==> src/rtl/serdes_pkg.sv <==
// Shared definitions for the bit-serial link: receiver FSM states and the
// bit-counter width used by both the serializer and deserializer sides.
package serdes_pkg;

    typedef enum logic {
        IDLE = 1'b0,
        SYNC = 1'b1
    } state_t;

    function automatic int cnt_width(input int dw);
        return (dw <= 2) ? 1 : $clog2(dw);
    endfunction

endpackage

==> src/rtl/shift_reg.sv <==
// Parallel-load shift register shifting towards the MSB; load wins over shift.
module ShiftReg #(
    parameter int W = 8
) (
    input  logic         clk,
    input  logic         rst_n,
    input  logic         shift,
    input  logic         load,
    input  logic         sin,
    input  logic [W-1:0] d,
    output logic [W-1:0] q
);

    logic [W-1:0] q_q;

    always_ff @(posedge clk or negedge rst_n) begin
        if (!rst_n)     q_q <= '0;
        else if (load)  q_q <= d;
        else if (shift) q_q <= {q_q[W-2:0], sin};
    end

    assign q = q_q;

endmodule

==> src/rtl/serial_deserializer.sv <==
// MSB-first serial-to-parallel receiver: sof-aligned word assembly with a
// single-entry valid/ready output register and overrun/frame-error pulses.
module serial_deserializer
    import serdes_pkg::*;
#(
    parameter int  DW   = 8,
    parameter type dw_t = logic [DW-1:0]
) (
    input  logic clk,
    input  logic rst_n,
    input  logic sin_valid,
    input  logic sin_data,
    input  logic sin_sof,
    output logic m_valid,
    input  logic m_ready,
    output dw_t  m_data,
    output logic overrun,
    output logic frame_err,
    output logic synced
);

    localparam int CW = cnt_width(DW);
    localparam logic [CW-1:0] LAST = CW'(DW - 1);

    state_t        state_q;
    logic [CW-1:0] cnt_q;
    logic          m_valid_q, overrun_q, frame_err_q;
    dw_t           m_data_q;
    dw_t           acc_q;
    dw_t           word;

    ShiftReg #(.W(DW)) u_acc (
        .clk   (clk),
        .rst_n (rst_n),
        .shift (sin_valid && !sin_sof),
        .load  (sin_valid && sin_sof),
        .sin   (sin_data),
        .d     (dw_t'(sin_data)),
        .q     (acc_q)
    );

    // Truncating cast drops the accumulator MSB, leaving {acc[DW-2:0], sin_data}.
    assign word = dw_t'({acc_q, sin_data});

    always_ff @(posedge clk or negedge rst_n) begin
        if (!rst_n) begin
            state_q     <= IDLE;
            cnt_q       <= '0;
            m_valid_q   <= 1'b0;
            m_data_q    <= '0;
            overrun_q   <= 1'b0;
            frame_err_q <= 1'b0;
        end else begin
            overrun_q   <= 1'b0;
            frame_err_q <= 1'b0;
            if (m_valid_q && m_ready)
                m_valid_q <= 1'b0;
            if (sin_valid) begin
                case (state_q)
                    IDLE: if (sin_sof) begin
                        state_q <= SYNC;
                        cnt_q   <= CW'(1);
                    end
                    SYNC: if (sin_sof) begin
                        frame_err_q <= (cnt_q != '0);
                        cnt_q       <= CW'(1);
                    end else if (cnt_q == LAST) begin
                        cnt_q <= '0;
                        // A word completing during a handshake refills the register.
                        if (!m_valid_q || m_ready) begin
                            m_data_q  <= word;
                            m_valid_q <= 1'b1;
                        end else begin
                            overrun_q <= 1'b1;
                        end
                    end else begin
                        cnt_q <= cnt_q + CW'(1);
                    end
                    default: state_q <= IDLE;
                endcase
            end
        end
    end

    assign m_valid   = m_valid_q;
    assign m_data    = m_data_q;
    assign overrun   = overrun_q;
    assign frame_err = frame_err_q;
    assign synced    = (state_q == SYNC);

endmodule

==> config.mk <==
export PLATFORM = sky130hd
export DESIGN_NAME = serial_deserializer
export DESIGN_NICKNAME = d
export VERILOG_FILES = /design/src/rtl/serdes_pkg.sv /design/src/rtl/shift_reg.sv /design/src/rtl/serial_deserializer.sv
export SDC_FILE = /design/constraint.sdc
export NUM_CORES = 1
export LEC_CHECK = 0
export ABC_CLOCK_PERIOD_IN_PS = 4200
export CORE_MARGIN = 4
export CORE_UTILIZATION = 49
export CTS_BUF_LIST = sky130_fd_sc_hd__clkbuf_8
export DETAILED_ROUTE_END_ITERATION = 8
export GPL_TIMING_DRIVEN = 0
export PLACE_DENSITY = 0.73
export SYNTH_ARGS = -nofsm -noshare
export SYNTH_HDL_FRONTEND = slang
export SYNTH_SLANG_ARGS = --single-unit
==> constraint.sdc <==
create_clock -name clk -period 4.2 [get_ports clk]
set_clock_uncertainty 0.15 [all_clocks]
set_input_delay 0.63 -clock clk [delete_from_list [all_inputs] [get_ports clk]]
set_output_delay 0.63 -clock clk [all_outputs]
set_load 0.01 [all_outputs]
# == Word level (Yosys, flattened, before mapping) ==
# Cells that the tools add are included.
# W data, S select, Z words.
# totals
word_cells,44
ff_bits,22
out_inout_bits,12
input_bits,6
# classes
bitwise_logic,2
eq_ne,2
reduce_logical,10
n_mux,22
addsub,1
# op_table
operator,n
$mux W1,16
$mux W7,2
$mux W3,3
$pmux W3 S2,1
$reduce_and A5 Y1,1
$add A3 B1 Y3 const B,1
$eq A3 B3 Y1 const B,1
$logic_and A1 B1 Y1,3
$reduce_bool A3 Y1,1
$logic_not A1 Y1,2
$ne A2 B2 Y1 const B,1
$not A1 Y1,2
$reduce_and A2 Y1,1
$reduce_bool A2 Y1,1
$logic_or A1 B1 Y1,1

# == Logic depth before layout (Yosys ltp) ==
# logic_depth
word_depth,7
depth_mapped,6
ltp_nobuf,5

# == Modules after synthesis ==
# Synthesis repeated with hierarchy kept, for this count alone.
# unflattened
cells_unflattened,86
area_unflattened_um2,1061.0
# by_module_without_submodules
module,n_inst,seq_area_each_um2,cells_per_inst,area_per_inst_um2
serial_deserializer,1,375.4,52,688.2
ShiftReg,1,200.2,34,372.9

# == Worst setup path after synthesis ==
# Ideal clock, no wire load.
# synth_timing
kind,input-to-reg
start,input port sin_sof
end,"register m_data_q, in the netlist m_data[0]"
setup_ns,0.125
stages,5
n_path_buf,2
t_required_ns,3.925
t_arrival_ns,1.474
path_slack_ns,2.451
path_cell_list,buf_6 > nand4b_4 > nor2b_2 > buf_6 > mux2_4
# synth_between
elab_chain_len,2
# synth_lines
element,line,rtl
"start, declared",serial_deserializer.sv:13,"input logic sin_sof,"
$not A1 Y1 (no source line),n/a,
$reduce_and A5 Y1 (no source line),n/a,
"end signal, assigned",serial_deserializer.sv:71,m_data_q <= word;
"end, declared",serial_deserializer.sv:28,dw_t m_data_q;
# No other way between the ends.
# A chain may end at the register's enable or synchronous reset.

# == Final worst setup path ==
# layout_timing
start,"register m_data_q, in the netlist m_data[2]"
end,output port m_data[2] (netlist name)
# layout_lines
element,line,rtl
"end, declared",serial_deserializer.sv:16,"output dw_t m_data,"
# No word-level cell between the ends.

==> results_dict.tcl <==
set metrics [dict create \
    routed_wire_length_per_instance_um 13.6 \
    rsz_0062_raised_after_global_routing "no" \
    route.antenna.remaining_nets 0 \
    post_cts_hold_buffer_count 0 \
    post_syn_area_um2 990 \
    drtIter0Drc 4 \
    vias 637 \
    die-area_mm2 0.00280 \
    area_growth_pct 26.5 \
    seq_area_frac_synth 0.556 \
    clkSlewWorstSetupHoldPaths_ns 0.08 \
    worstSetupEndpointType "primary output" \
    cts_tree "done" \
    clock_latency_at_the_later_pin_of_the_worst_skew_pair_ns 0.26 \
    cts.sink_count 22 \
    slowest_stage "clkdlybuf4s50_1" \
    replace_congestion 0.719 \
    grt_antenna_before_repair 0 \
    setup_viol_count_final 0 \
    tritoncts_buffers 3 \
    final.period_utilization 0.466 \
    fmax_mhz 511 \
    synthDistinctLibCells 22 \
    antenna-diode-count 0 \
    syn-instance-count 80 \
    timing_max_transition_violations_final 0 \
    mappedNetlistNets 89 \
    largest_delay_contributor_family_on_the_critical_path "buffers and inverters" \
    routed_wl_um 1700 \
    ys_seq_elements 22 \
    fin_crit_ns 1.96 \
    tightest_slew_ns 0.956 \
    critical_path.cell_chain "clkdlybuf4s50_1" \
    cts-htree-levels 1 \
    grt.total_usage 0.155 \
    timing_worst_setup_path_type "flip-flop to primary output" \
    start_util 0.544 \
    postCtsSetupBuffers 0 \
    first_pass_iters 4 \
    postCtsResizedCells 0 \
    hold_viol 0 \
    power-per-cell-area_mw_per_mm2 409 \
    final.setup.worst_slack_ns 2.24 \
    die-width_um 52.9 \
    fin_setup_tns_ns 0 \
    slew_headroom 0.360 \
    leading_cell_types_in_the_layout_fill_and_taps_excluded "dfrtp_1, clkdlybuf4s50_1, inv_1" \
    critPathRequiredTime_ns 3.42 \
    data_arrival_time_of_the_worst_path_ns 1.18 \
    critical_path_buf_inv_count 1 \
    maxCapViolations 0 \
    status "finished clean" \
    grt_pass1_wl_um 3040 \
    die_h_um 52.9 \
    drive_above_1_share 0.200 \
    nets 110 \
    port_buffers 16 \
    placement_rows 15 \
    max-vdd-ir-drop_mv 0.409 \
    global_route_congestion_overflow_total 0 \
    timing.critical_path.from_type "flip-flop" \
    maximum_number_of_pins_on_one_net_before_global_route_repair 23 \
    final_common_cell "dfrtp_1" \
    coreArea_mm2 0.00182 \
    drc_errors 0 \
    power.leakage_nw 0.593 \
    place.detailed.hpwl_um 1260 \
    clk_path_buf_depth 2 \
    floorplan.io_pins 18 \
    dpl_worst_slack_ns 2.02 \
    synthesis.yosys.warnings 0 \
    hold_path.class "flip-flop to flip-flop" \
    syn_area_per_cell_um2 12.4 \
    crit_fanout 2 \
    grt_pass1_vias 702 \
    critical_path.max_stage_delay_ns 0.54 \
    cts.root.buffer_cell "clkbuf_8" \
    post_drt_via_cell_ratio 5.10 \
]
==> stage by stage <==
stage	area, um2	power [mW]	hold slack (ns)	util	instances
6_report	1250	0.512	0.356	0.688	125
5_1_grt	1250	0.540	0.380	0.688	125
2_1_floorplan	990	0.285	0.184	-	80
4_1_cts	1250	0.519	0.368	0.688	125
3_5_place_dp	1180	0.323	0.349	0.649	121
3_3_place_gp	1180	0.317	0.340	0.649	121
==> synthesized netlist by cell type (all sizes together) <==
| master | instances | share of area |
|---|---|---|
| and2b | 1 | 0.0076 |
| nand2 | 7 | 0.027 |
| nand3b | 3 | 0.023 |
| nor3b | 1 | 0.0076 |
| nand4b | 1 | 0.024 |
| dfrtp | 22 | 0.56 |
| ha | 3 | 0.038 |
| nand2b | 1 | 0.0063 |
| a21o | 1 | 0.0076 |
| nor2 | 1 | 0.0038 |
| o21ai | 7 | 0.035 |
| nand3 | 3 | 0.015 |
| o21a | 2 | 0.015 |
| o22ai | 2 | 0.013 |
| buf | 5 | 0.040 |
| mux2 | 9 | 0.13 |
| a21oi | 1 | 0.0051 |
| nor2b | 1 | 0.0089 |
| inv | 9 | 0.034 |
==> final cells by class <==
type | count | area [um2]
buffer | 5 | 40.0
inverter | 9 | 33.8
fill | 138 | 568
timing repair buffer | 16 | 160
tap | 25 | 31.3
multi-input combinational | 44 | 365
clock buffer | 3 | 41.3
sequential | 22 | 551
clock inverter | 1 | 30.0
==> sequential cells by signal, indices dropped and copies added (netlist names) <==
signal     flops
cnt_q          3
frame_err      1
m_data         8
m_valid        1
overrun        1
synced         1
u_acc.q        7
==> metal layers <==
metal,part of all wire,track usage
met5,0,0
met4,0.025,0.0766
met3,0.072,0.0338
met2,0.49,0.271
met1,0.41,0.176
==> where the power goes <==
group | leakage, nW | internal (mW) | total [mW] | switching (mW)
logic | 0.265 | 0.0440 | 0.0765 | 0.0325
registers | 0.292 | 0.229 | 0.241 | 0.0114
clock network | 0.0357 | 0.127 | 0.195 | 0.0672
total | 0.593 | 0.401 | 0.512 | 0.111
==> kinds of logic (layout without fill, tap and decap cells) <==
kind of cell,Yosys count,after routing,share of synthesized area
flops,22,22,0.556
fa+ha+maj,3,3,0.0379
compound gates,13,13,0.0758
mux,9,9,0.133
buf+inv,14,34,0.0746
simple gates,19,19,0.123
==> path summary, 6_finish.rpt <==
| path | from | slack (ns) | to | depth (start not counted) |
|---|---|---|---|---|
| min | u_acc.q[0]$_DFFE_PN0P_ | 0.36 | u_acc.q[1]$_DFFE_PN0P_ | 2 |
| max | m_data[2]$_DFFE_PN0P_ | 2.24 | m_data[2] | 1 |
| min reg2reg | u_acc.q[0]$_DFFE_PN0P_ | 0.36 | u_acc.q[1]$_DFFE_PN0P_ | 2 |
| min in group asynchronous | rst_n | 0.75 | m_data[4]$_DFFE_PN0P_ | 1 |
| max in group asynchronous | rst_n | 2.57 | u_acc.q[2]$_DFFE_PN0P_ | 1 |
| max reg2reg | cnt_q[0]$_DFFE_PN0P_ | 2.36 | m_data[2]$_DFFE_PN0P_ | 6 |
Power figures use the tool's default switching activity.
